$ cat src/rtl/gray_to_bin_tracker.sv
// Read-side decoder for a Gray count from a foreign clock domain. The count is
// synchronized, converted to binary, and each change is classified as a step or an error.
module gray_to_bin_tracker #(
    parameter int WIDTH       = 4,
    parameter int SYNC_STAGES = 2
) (
    input  logic             clk,
    input  logic             rst,
    input  logic [WIDTH-1:0] gray_in,
    input  logic             err_clr,
    output logic [WIDTH-1:0] bin_out,
    output logic             ready,
    output logic             step_valid,
    output logic             dir_up,
    output logic             err,
    output logic             err_sticky
);

    localparam int CW = $clog2(SYNC_STAGES + 1);
    localparam logic [CW-1:0] FILL_MAX = CW'(SYNC_STAGES);

    logic [WIDTH-1:0] sync_q [SYNC_STAGES];
    logic [WIDTH-1:0] g_cur;
    logic [WIDTH-1:0] g_prev;
    logic [WIDTH-1:0] bin_cur;
    logic [WIDTH-1:0] bin_next;
    logic [WIDTH-1:0] diff;
    logic [CW-1:0]    fill;
    logic             single;
    logic             multi;

    function automatic logic [WIDTH-1:0] g2b(input logic [WIDTH-1:0] g);
        logic [WIDTH-1:0] b;
        b[WIDTH-1] = g[WIDTH-1];
        for (int i = WIDTH - 2; i >= 0; i--) begin
            b[i] = b[i+1] ^ g[i];
        end
        return b;
    endfunction

    assign g_cur    = sync_q[SYNC_STAGES-1];
    assign bin_cur  = g2b(g_cur);
    assign bin_next = g2b(g_prev) + 1'b1;
    assign diff     = g_cur ^ g_prev;
    // A non-zero power of two means exactly one Gray bit moved.
    assign single   = (diff != '0) && ((diff & (diff - 1'b1)) == '0);
    assign multi    = (diff != '0) && !single;

    always_ff @(posedge clk or posedge rst) begin
        if (rst) begin
            for (int i = 0; i < SYNC_STAGES; i++) begin
                sync_q[i] <= '0;
            end
        end else begin
            sync_q[0] <= gray_in;
            for (int i = 1; i < SYNC_STAGES; i++) begin
                sync_q[i] <= sync_q[i-1];
            end
        end
    end

    // ready rises one edge after the fill counter saturates, once the chain holds real samples.
    always_ff @(posedge clk or posedge rst) begin
        if (rst) begin
            fill  <= '0;
            ready <= 1'b0;
        end else begin
            if (fill != FILL_MAX) begin
                fill <= fill + 1'b1;
            end
            if (fill == FILL_MAX) begin
                ready <= 1'b1;
            end
        end
    end

    always_ff @(posedge clk or posedge rst) begin
        if (rst) begin
            g_prev     <= '0;
            bin_out    <= '0;
            step_valid <= 1'b0;
            dir_up     <= 1'b0;
            err        <= 1'b0;
            err_sticky <= 1'b0;
        end else begin
            bin_out <= bin_cur;
            g_prev  <= g_cur;
            if (ready) begin
                step_valid <= single;
                err        <= multi;
                if (single) begin
                    dir_up <= (bin_cur == bin_next);
                end
            end else begin
                step_valid <= 1'b0;
                err        <= 1'b0;
            end
            // A fresh error wins over a simultaneous clear request.
            if (ready && multi) begin
                err_sticky <= 1'b1;
            end else if (err_clr) begin
                err_sticky <= 1'b0;
            end
        end
    end

endmodule

$ cat config.mk
export PLATFORM = sky130hd
export DESIGN_NAME = gray_to_bin_tracker
export DESIGN_NICKNAME = d
export VERILOG_FILES = /design/src/rtl/gray_to_bin_tracker.sv
export SDC_FILE = /design/constraint.sdc
export NUM_CORES = 1
export LEC_CHECK = 0
export ABC_AREA = 0
export BUFFER_PORTS_ARGS = -buffer_cell sky130_fd_sc_hd__buf_2
export CAP_MARGIN = 20
export CORE_MARGIN = 2
export CORE_UTILIZATION = 48
export DETAILED_ROUTE_END_ITERATION = 8
export PLACE_DENSITY = 0.78
export SLEW_MARGIN = 20
export SYNTH_ARGS = -nofsm -noshare
export SYNTH_HDL_FRONTEND = slang
export SYNTH_SLANG_ARGS = --single-unit
$ cat constraint.sdc
create_clock -name clk -period 1.79 [get_ports clk]
set_input_delay 0.179 -clock clk [delete_from_list [all_inputs] [get_ports clk]]
set_output_delay 0.179 -clock clk [all_outputs]
set_load 0.01 [all_outputs]
# [Word-level counts from Yosys, hierarchy flattened]
# Cells that the tools add are included.
[classes] mux=4 reduce_logical=8 n_eq_ne=3 bitwise=8 n_addsub=3
[op_table] operator="$xor A1 B1 Y1" n=6
[op_table] operator="$add A4 B1 Y4 const B" n=1
[op_table] operator="$and A4 B4 Y4" n=1
[op_table] operator="$eq A4 B4 Y1" n=1
[op_table] operator="$logic_not A4 Y1" n=1
[op_table] operator="$mux W1" n=4
[op_table] operator="$reduce_bool A4 Y1" n=1
[op_table] operator="$sub A4 B1 Y4 const B" n=1
[op_table] operator="$xor A4 B4 Y4" n=1
[op_table] operator="$logic_and A1 B1 Y1" n=3
[op_table] operator="$add A2 B1 Y2 const B" n=1
[op_table] operator="$eq A2 B2 Y1 const B" n=1
[op_table] operator="$ne A2 B2 Y1 const B" n=1
[op_table] operator="$reduce_and A2 Y1" n=1
[op_table] operator="$reduce_bool A2 Y1" n=1
[op_table] operator="$logic_not A1 Y1" n=1
[totals] reg_bits=23 output_inout_bits=9 inputBits=7 wordCells=36

# [Longest topological paths before layout]
# Gate-level depths: netlist of run 1.
[depth] word_depth=9 ltp_mapped=7 ltp_nobuf=7

# [Worst setup path after synthesis of run 1]
# Ideal clock, no wire load.
[synth_path] path_type="reg2reg" start="register g_prev[2]" end="register dir_up" arrival_ps=1859 period_less_slack_ps=1963 required_time_ps=1686 n_path_buf=0 slack_ps=-173 setup_time_ps=104 path_stages_with_launch=8 path_cell_list="dfrtp_1 -> xor2_1 -> ha_1 -> and3_1 -> a221o_1 -> a211oi_1 -> a31oi_1 -> o41ai_2"
[synth_between] elab_chain_cells=6 word_cells_on_any_way=12 classes_between="add/sub (2); eq/ne (1); bitwise (5); reduce/logical (4)"
[synth_rtl] item="start: declaration" line_no="24" source="logic [WIDTH-1:0] g_prev;"
[synth_rtl] item="start signal: assignment" line_no="87" source="g_prev <= g_cur;"
[synth_rtl] item="$xor A4 B4 Y4" line_no="44" source="assign diff = g_cur ^ g_prev;"
[synth_rtl] item="$sub A4 B1 Y4" line_no="46" source="assign single = (diff != '0) && ((diff & (diff - 1'b1)) == '0);"
[synth_rtl] item="$and A4 B4 Y4" line_no="46"
[synth_rtl] item="$logic_not A4 Y1" line_no="46"
[synth_rtl] item="$logic_and A1 B1 Y1" line_no="46"
[synth_rtl] item="$reduce_and A2 Y1 (no source line)"
[synth_rtl] item="end signal: assignment" line_no="92" source="dir_up <= (bin_cur == bin_next);"
[synth_rtl] item="end: declaration" line_no="14" source="output logic dir_up,"
# Several ways; a longest one is shown, not always the timed one.
# A chain may end at the register's enable or synchronous reset.

# [Worst setup path in the final report of run 1]
# Same ends and word-level chain as after synthesis.

==> results by group, run 1 <==
GRT
  – Pin count of the biggest net entering global routing: 23
  – Global-route wire length before repair: 2530 µm
  – Vias in the first global route: between 600 and 700
  – Tot GR Track Use: 13.7%
  – Initial antenna violation count: 0
  – Total gr overflow: 0

Worst setup path
  – Worst EP required: about 2000 ps
  – Element type at the critical path end: register
  – FF-to-FF path depth: 6
  – Crit start category: register
  – Crit path max fanout: 7
  – WP data arrival: 1980 ps
  – Crit Path Category: register to register
  – Reg-to-reg slack, setup: roughly 9.4 ps

STA
  – Endpoints failing setup: 0
  – Relative slew slack: between 70% and 80%
  – Least-Margin Pin Slew: 412 ps
  – Maximum clock rate: about 560 MHz
  – Final Max Tran Viols: 0
  – Worst clock skew: about 2.6 ps
  – Crit share post-route: between 90% and 100%
  – Minimum clock period: ~1800 ps
  – Hold Fails Final Rpt: 0
  – Unrepaired setup endpoints after global routing: true

Clocking
  – Clock transition at path regs: about 110 ps
  – Max H-tree Level: 1
  – Total clock sinks: 22
  – Num CTS Buffers: 3
  – Clock latency on the worst-skew pair: 290 ps
  – Root buf cell: clkbuf_4
  – Clock tree from TritonCTS: yes
  – Clock Path Buffers: 2

Final layout
  – Area delta synth->final: 30.4%
  – Antenna diode count: 0
  – Layout cells sized above 1: around 36%
  – Final net count: 115
  – Fill count: 141
  – Design area: 1230 µm²
  – Final core occ: about two thirds

Synth
  – Yosys warns: 0
  – Cell variety after synth: 28
  – Syn avg cell area: around 13 µm²
  – Register bit total from synthesis: 22
  – Synth Cell Area: 943 µm²
  – Synth area leaders: dfrtp_1, xor2_1, xor2_2, xnor2_1, ha_1
  – Main synth FF type: dfrtp_1
  – Post-synth EDFFs: 0
  – Synth Net Count: 84
  – Cell count after synthesis: 75
  – Seq/Total Area, Yosys: roughly three fifths
  – Dominant cell type by area after synthesis: dfrtp_1
  – Area share of the largest cell type after synthesis: 58.4%
  – Async S/R FF share, synth: 100%

Die
  – Die area: approximately 2300 µm²
  – Core Region: ~1900 µm²
  – Die height: about 48 µm
  – Std-Cell Rows: 16
  – Die width: roughly 48 µm
  – I/O pins: 16
  – Starting density of the core: between 40% and 50%

Route
  – Vias: approximately 620
  – Iter 0 DRT Violations: 2
  – Drt first pass iters: 2
  – Via/cell ratio: 4.76
  – DR DRC count: 0
  – WL/cell: between 10 and 15 µm
  – Final ANT Viol Nets: 0
  – Routed wire length: 1560 µm

Placed design
  – Port bufs: 15
  – DP Wirelength: ~1100 µm
  – Area of placed instances: 1100 µm²
  – Placer Congestion: ~0.82

Pwr
  – Static Leak: approximately 0.56 nW
  – PD cells: between 800 and 900 nW/µm²
  – Worst VDD drop: between 0.5 and 0.6 mV

Min path
  – Hold Path Class: input pin to register
  – Hold Path Cell Cnt: 3

Status
  – Status: finished, final reports clean

Job
  – Total of max-cap violations: 0
==> where the power goes <==
part           internal, mW  leakage (nW)  switching, mW
clock                0.0781        0.0138          0.133
sequential            0.535         0.254         0.0200
combinational         0.106         0.295          0.114
total                 0.720         0.562          0.267
==> sequential cells by signal, indices dropped and copies added (netlist names) <==
register / cells
bin_out: 4
dir_up: 1
err: 1
err_sticky: 1
fill: 2
g_cur: 4
g_prev: 3
ready: 1
step_valid: 1
sync_q: 4
==> critical path, cell delays in order, from the launching register on <==
cell and delay (ps):
dfrtp_1 440, buf_6 130, buf_4 140, xor2_4 200, nor4_1 320, a311oi_2 120
o41ai_2 340
==> final cells by class <==
cell class	instances	area (µm²)	area share, %
clock buffers	3	22.5	1.83
well taps	27	33.8	2.75
repair buffers	28	189	15.4
flip-flops and latches	22	551	44.8
inverters	6	22.5	1.83
multi-input cells	45	412	33.5
==> kinds of logic after synthesis <==
kind of cell / share of synthesized area (%)
flip-flops: 58.4
AO/OA/AOI/OAI: 10.2
buffers and inverters: 3.71
AND/OR/NAND/NOR: 8.49
adder cells (fa/ha/maj): 3.71
multiplexers: 1.06
XOR/XNOR: 14.5
==> per-layer routing <==
metal / global-route usage, % / share of wire, % / vias to the layer above / wire length (µm)
met1: 15.7 / 42 / 306 / 657
met2: 26.4 / 55 / 10 / 861
met3: 1.85 / 2.4 / 0 / 37
li1: - / - / 308 / -
met5: 0 / 0 / - / 0
met4: 4.29 / 0 / 0 / 0
==> synth_stat cells, drive strengths merged, types with 2 or more instances <==
cell,n
nand2,3
a211oi,2
inv,6
nor2,4
xor2,10
nor2b,2
o21ai,3
buf,2
dfrtp,22
nor3,2
nor4,2
ha,2
xnor2,3
==> path summary, 6_finish.rpt <==
kind | start | to
setup / recovery | g_prev[2] | dir_up
hold / removal | err_clr | err_sticky
setup reg to reg | g_prev[2] | dir_up
hold reg to reg | sync_q[6] | g_cur[2]
max in group asynchronous | rst | step_valid
min in group asynchronous | rst | g_cur[2]
==> what timing repair did <==
| item | in CTS | in global routing |
|---|---|---|
| pin swaps | 1 | 3 |
| hold endpoints to repair | 26 | 0 |
| setup endpoints to repair | 1 | 2 |
| buffers inserted | 1 | 0 |
| hold buffers | 5 | 0 |
| gates resized for setup | 2 | 8 |
==> placed cells by master (no fill, tap or decap), drive strengths merged, types with 2 or more instances in the layout <==
cell and instances:
nor3 2, nor2 4, dfrtp 22, nor4 2, xor2 10, dlygate4sd3 5, nand2 3, inv 6
o21ai 3, buf 23, clkbuf 3, a211oi 2, nor2b 2, ha 2, xnor2 3
==> per-stage QoR <==
step	setup slack (ps)	hold WS [ps]	TNS (ps)	instances	total power, mW
global placement	-32.4	216	-32.4	123	0.752
detailed placement	-124	224	-124	123	0.760
global route	-41.4	155	-43.8	131	1.04
floorplan	-42.3	168	-42.3	75	0.689
CTS	-87.5	143	-87.5	132	0.980
finish	9.40	147	0	131	0.987
(Power assumes the default switching activity.)
==> inputs of run 2 (changes only) <==
- CORE_UTILIZATION: 48 -> 51
- CTS_BUF_LIST: unset -> sky130_fd_sc_hd__clkbuf_8
- PLACE_DENSITY: 0.78 -> 0.81
- SLEW_MARGIN: 20 -> 10
==> run 2 against run 1 <==
The run now ends with setup timing left; fmax fell by 6.1%; power rose by 13%; global-route usage rose by 4.4 points; flip-flop and latch count did not move; critical path depth rose by 1; clock skew fell by 1.7 ps.
==> results by group, run 2 (same netlist as run 1, synthesis figures left out) <==
Min path
  – Worst Hold Path EP: sync_q[5] (was err_sticky)
  – Hold Path Cell Cnt: 1 (was 3)
  – Hold Path Class: input pin to register (unchanged)
  – Hold Path Origin: gray_in[1] (was err_clr)

Worst setup path
  – FF-to-FF path depth: 7 (was 6)
  – Worst r2r src: g_prev[2] (unchanged)
  – Crit start category: register (unchanged)
  – Crit Path Category: register to register (unchanged)
  – Worst EP required: 1950 ps (was 1990 ps)
  – Slowest-stage cell, CP: dfrtp_1 (unchanged)
  – Element type at the critical path end: register (unchanged)
  – WP data arrival: 2060 ps (was 1980 ps)
  – Max incr delay on CP: 390 ps (was 440 ps)
  – Crit path max fanout: 6 (was 7)
  – Critical Path, Cell by Cell: xor2_1 > ha_1 > and3_1 > a221o_1 > a211oi_2 > a31oi_1 > o41ai_2 (was buf_6 > buf_4 > xor2_4 > nor4_1 > a311oi_2 > o41ai_2)
  – Reg-to-reg slack, setup: -110 ps (was 9 ps)
  – Reg2reg end: dir_up (unchanged)

STA
  – Minimum clock period: 1900 ps (was 1780 ps)
  – Relative slew slack: 75.1% (was 72.3%)
  – Least-Margin Pin Slew: 373 ps (was 412 ps)
  – Final Max Tran Viols: 0 (unchanged)
  – Unrepaired setup endpoints after global routing: true (unchanged)
  – Worst clock skew: 0.874 ps (was 2.61 ps)
  – Maximum clock rate: 527 MHz (was 562 MHz)
  – Hold_ws: 23.7 ps (was 147 ps)
  – Hold Fails Final Rpt: 0 (unchanged)
  – Fin worst setup slack: -107 ps (was 9.40 ps)
  – Endpoints failing setup: 1 (was 0)
  – Crit share post-route: 106% (was 99.5%)

GRT
  – Vias in the first global route: 636 (was 625)
  – GR met1 Demand/Resource: 22.5% (was 15.7%)
  – Tot GR Track Use: 18.1% (was 13.7%)
  – Total gr overflow: 0 (unchanged)
  – Most crowded layer after global routing: met2 (unchanged)
  – GR Layer Usage met3: 5.38% (was 1.85%)
  – Met2 Resource Use GR: 29.6% (was 26.4%)
  – Pin count of the biggest net entering global routing: 23 (unchanged)
  – Initial antenna violation count: 0 (unchanged)
  – Global-route wire length before repair: 2730 µm (was 2530 µm)

Placed design
  – Placer Congestion: 0.808 (was 0.816)
  – DP Wirelength: 1160 µm (was 1120 µm)
  – Port bufs: 15 (unchanged)

Route
  – DR DRC count: 0 (unchanged)
  – Iter 0 DRT Violations: 9 (was 2)
  – Routed wire length: 1630 µm (was 1560 µm)
  – Final ANT Viol Nets: 0 (unchanged)
  – Via/cell ratio: 5.04 (was 4.76)
  – WL/cell: 12.7 µm (was 11.9 µm)
  – Vias: 645 (was 624)
  – Drt first pass iters: 4 (was 2)

Clocking
  – Total clock sinks: 22 (unchanged)
  – Clock tree from TritonCTS: yes (unchanged)
  – Max H-tree Level: 1 (unchanged)
  – Num CTS Buffers: 3 (unchanged)
  – Clock transition at path regs: 70 ps (was 110 ps)
  – Clock latency on the worst-skew pair: 260 ps (was 290 ps)
  – Root buf cell: clkbuf_8 (was clkbuf_4)
  – Clock Path Buffers: 2 (unchanged)

Pwr
  – PD cells: 932 nW/µm² (was 802 nW/µm²)
  – Total Power: 1.11 mW (was 0.987 mW)
  – Worst VDD drop: 0.888 mV (was 0.527 mV)
  – Static Leak: 0.567 nW (was 0.562 nW)

Final layout
  – Layout cells sized above 1: 34.0% (was 35.6%)
  – Most frequent cells in the layout: dfrtp_1, buf_2, buf_4 (unchanged)
  – Final net count: 113 (was 115)
  – Antenna diode count: 0 (unchanged)
  – Fill count: 138 (was 141)
  – Area delta synth->final: 26.5% (was 30.4%)
  – Most common cell after layout, fill and taps aside: dfrtp_1 (unchanged)

Die
  – Die height: 47.0 µm (was 48.3 µm)
  – Starting density of the core: 54.6% (was 49.6%)
  – Std-Cell Rows: 15 (was 16)
  – Die width: 47.0 µm (was 48.3 µm)
  – Core Region: 1730 µm² (was 1900 µm²)
  – Die area: 2210 µm² (was 2340 µm²)
  – I/O pins: 16 (unchanged)

Job
  – Total of max-cap violations: 0 (unchanged)

Status
  – Status: complete, but fails checks (was finished, final reports clean)
  – Failing checks: setup timing
[run 2: changes by cell type in the layout (fill, tap and decap cells not counted), moves of 3 or more]
cell	previous run	this run
dlygate4sd3_1	5	1
buf_4	7	10
clkbuf_4	3	0
clkbuf_8	0	4
[run 2: power by group]
part	total [mW]	switching [mW]	internal (mW)	leakage, nW
sequential	0.557	0.0209	0.536	0.254
clock	0.344	0.148	0.196	0.0288
combinational	0.212	0.112	0.0994	0.285
[run 2: critical path, delay by kind of cell (launching register included)]
kind                       cells  cell delay [ps]
AOI/OAI and AO/OA              4              700
DFF                            1              390
adders and majority gates      1              360
xor gates and xnor gates       1              170
and+or+nand+nor                1              170
[run 2: worst max-delay path by stage]
stage          startpoint     end  slack (ps)
2_1_floorplan   g_prev[2]  dir_up         -40
3_3_place_gp    g_prev[2]  dir_up         -20
3_5_place_dp    g_prev[2]  dir_up         -80
4_1_cts         g_prev[2]  dir_up         -70
5_1_grt         g_prev[2]  dir_up        -200
6_report        g_prev[2]  dir_up        -110
[run 2: layout make-up]
type | count | area [µm²] | share of cell area, %
clock buffer | 4 | 55.1 | 4.61
sequential | 22 | 551 | 46.1
multi-input combinational | 45 | 374 | 31.3
tap | 25 | 31.3 | 2.62
inverter | 6 | 22.5 | 1.89
timing repair buffer | 26 | 160 | 13.4
[run 2: routing by layer]
layer | routed length, µm | share of wire, %
met2 | 862 | 53
met1 | 679 | 42
met5 | 0 | 0
met3 | 61 | 3.7
met4 | 27 | 1.7
[run 2: repair_timing]
action,in CTS,in global routing
hold buffers,1,0
endpoints found under the setup margin,1,1
hold endpoints to repair,22,0
resized for setup,1,2
pin swaps,1,1
buffers inserted,0,1
[run 2: stage by stage]
stage | TNS (ps) | instances | area (µm²) | util, % | worst slack, ps
floorplan | -42.3 | 75 | 943 | - | -42.3
finish | -107 | 128 | 1190 | 69.1 | -107
CTS | -65.9 | 127 | 1170 | 68.0 | -65.9
detailed placement | -83.1 | 122 | 1100 | 64.0 | -83.1
global placement | -24.7 | 122 | 1100 | 64.0 | -24.7
global route | -198 | 128 | 1190 | 69.1 | -198
==> inputs of run 3 (changes only) <==
- CORE_UTILIZATION: 51 -> 45
- PLACE_DENSITY: 0.81 -> 0.74
==> run 3 against run 2 <==
The flow still finishes with violations (setup timing); clock power is essentially flat; routed wire length is 14% lower; largest power group unchanged; core utilization fell by 9.2 points; sequential share of layout area is 0.74 points higher; die area increased by 12%; clock-buffer cell count stayed put; clock skew about the same; non-clock buffer count down 2; largest cell class unchanged; final cell count stayed put.
==> results by group, run 3 (same netlist as run 1, synthesis figures left out) <==
Clocking
  – Num CTS Buffers: 3 (unchanged)
  – Clock Path Buffers: 2 (unchanged)
  – Total clock sinks: 22 (unchanged)
  – Clock latency on the worst-skew pair: 260 ps (about the same)
  – Clock tree from TritonCTS: yes (unchanged)
  – Max H-tree Level: 1 (unchanged)
  – Clock transition at path regs: 70 ps (about the same)
  – Root buf cell: clkbuf_8 (unchanged)

Route
  – WL/cell: 10.9 µm (was 12.7 µm)
  – Routed wire length: 1400 µm (was 1630 µm)
  – Via/cell ratio: 4.76 (was 5.04)
  – Drt first pass iters: 4 (unchanged)
  – Final ANT Viol Nets: 0 (unchanged)
  – DR DRC count: 0 (unchanged)
  – Iter 0 DRT Violations: 5 (was 9)
  – Vias: 609 (was 645)

Final layout
  – Most frequent cells in the layout: dfrtp_1, buf_2, buf_4 (unchanged)
  – Antenna diode count: 0 (unchanged)
  – Area delta synth->final: 24.5% (was 26.5%)
  – Layout cells sized above 1: 34.7% (was 34.0%)
  – Final net count: 111 (was 113)
  – Fill count: 169 (was 138)
  – Design area: 1170 µm² (was 1190 µm²)
  – Most common cell after layout, fill and taps aside: dfrtp_1 (unchanged)

Worst setup path
  – Reg-to-reg slack, setup: -70 ps (was -110 ps)
  – Crit path max fanout: 6 (unchanged)
  – Worst EP required: 1940 ps (was 1950 ps)
  – Worst r2r src: bin_out[3] (was g_prev[2])
  – Element type at the critical path end: register (unchanged)
  – Crit start category: register (unchanged)
  – Crit Path Category: register to register (unchanged)
  – FF-to-FF path depth: 7 (unchanged)
  – WP data arrival: 2010 ps (was 2060 ps)
  – Reg2reg end: dir_up (unchanged)

Placed design
  – Placer Congestion: 0.931 (was 0.808)
  – Area of placed instances: 1100 µm² (about the same)
  – DP Wirelength: 1000 µm (was 1160 µm)
  – Port bufs: 15 (unchanged)

Die
  – Starting density of the core: 48.1% (was 54.6%)
  – Core Region: 1960 µm² (was 1730 µm²)
  – Die width: 49.8 µm (was 47.0 µm)
  – Die height: 49.8 µm (was 47.0 µm)
  – Std-Cell Rows: 16 (was 15)
  – Die area: 2480 µm² (was 2210 µm²)
  – I/O pins: 16 (unchanged)

Min path
  – Hold Path Origin: gray_in[2] (was gray_in[1])
  – Worst Hold Path EP: sync_q[6] (was sync_q[5])
  – Hold Path Class: input pin to register (unchanged)
  – Hold Path Cell Cnt: 1 (unchanged)

GRT
  – Tot GR Track Use: 13.7% (was 18.1%)
  – Initial antenna violation count: 0 (unchanged)
  – Global-route wire length before repair: 2500 µm (was 2730 µm)
  – Total gr overflow: 0 (unchanged)
  – Pin count of the biggest net entering global routing: 23 (unchanged)
  – Vias in the first global route: 611 (was 636)

Pwr
  – Static Leak: 0.555 nW (was 0.567 nW)
  – Worst VDD drop: 0.678 mV (was 0.888 mV)
  – Total Power: 1.10 mW (was 1.11 mW)
  – PD cells: 935 nW/µm² (was 932 nW/µm²)

STA
  – Worst clock skew: 0.932 ps (was 0.874 ps)
  – Fin worst setup slack: -68.4 ps (was -107 ps)
  – Crit share post-route: 104% (was 106%)
  – Maximum clock rate: 538 MHz (was 527 MHz)
  – Minimum clock period: 1860 ps (was 1900 ps)
  – Final Max Tran Viols: 0 (unchanged)
  – Relative slew slack: 76.8% (was 75.1%)
  – Unrepaired setup endpoints after global routing: true (unchanged)
  – Hold Fails Final Rpt: 0 (unchanged)
  – Endpoints failing setup: 1 (unchanged)
  – Least-Margin Pin Slew: 348 ps (was 373 ps)

Status
  – Status: complete, but fails checks (unchanged)
  – Failing checks: setup timing (unchanged)

Job
  – Total of max-cap violations: 0 (unchanged)
==> run 3: metrics by stage <==
stage / hold WS, ps / std cells / TNS [ps] / setup WS (ps) / utilization [%]
floorplan: 168 / 75 / -42.3 / -42.3 / -
global placement: 216 / 123 / -37.0 / -37.0 / 56.1
detailed placement: 222 / 123 / -118 / -118 / 56.1
CTS: 15.7 / 128 / -102 / -102 / 59.6
global route: 8.39 / 128 / -171 / -171 / 59.9
finish: 21.5 / 128 / -68.4 / -68.4 / 59.9
==> run 3: per-layer routing <==
metal  part of all wire [%]  track usage (%)
met1                     43             16.0
met2                     51             23.1
met3                    3.1             3.03
met4                    2.2             7.87
met5                      0                0
==> run 3: layout make-up <==
cell class / instances / area (µm²) / area share (%)
flip-flops and latches: 22 / 551 / 46.9
multi-input cells: 45 / 368 / 31.3
repair buffers: 24 / 145 / 12.4
clock buffers: 4 / 55.1 / 4.69
well taps: 27 / 33.8 / 2.88
inverters: 6 / 22.5 / 1.92
==> run 3: timing repair <==
item                                    4_1_cts  5_1_grt
buffers inserted                              0        0
hold buffers                                  1        0
pin swaps                                     1        4
hold endpoints to repair                     22        0
endpoints found under the setup margin        1        1
gates resized for setup                       1        3
==> run 3: critical path, cell delays in order (launching register included) <==
cell      delay, ps
dfrtp_1         390
xor2_1          180
ha_2            330
and3_1          150
a221o_1         270
a211oi_2        140
a31oi_1          70
o41ai_2         220
==> run 3: power breakdown <==
part | switching (mW) | internal [mW]
logic | 0.106 | 0.0943
clock network | 0.148 | 0.196
registers | 0.0183 | 0.536
total | 0.273 | 0.826
==> run 3: how the worst max path moves through the flow <==
stage,startpoint,endpoint
2_1_floorplan,g_prev[2],dir_up
6_report,bin_out[3],dir_up
3_3_place_gp,g_prev[2],dir_up
4_1_cts,g_prev[2],dir_up
3_5_place_dp,g_prev[2],dir_up
5_1_grt,bin_out[3],dir_up
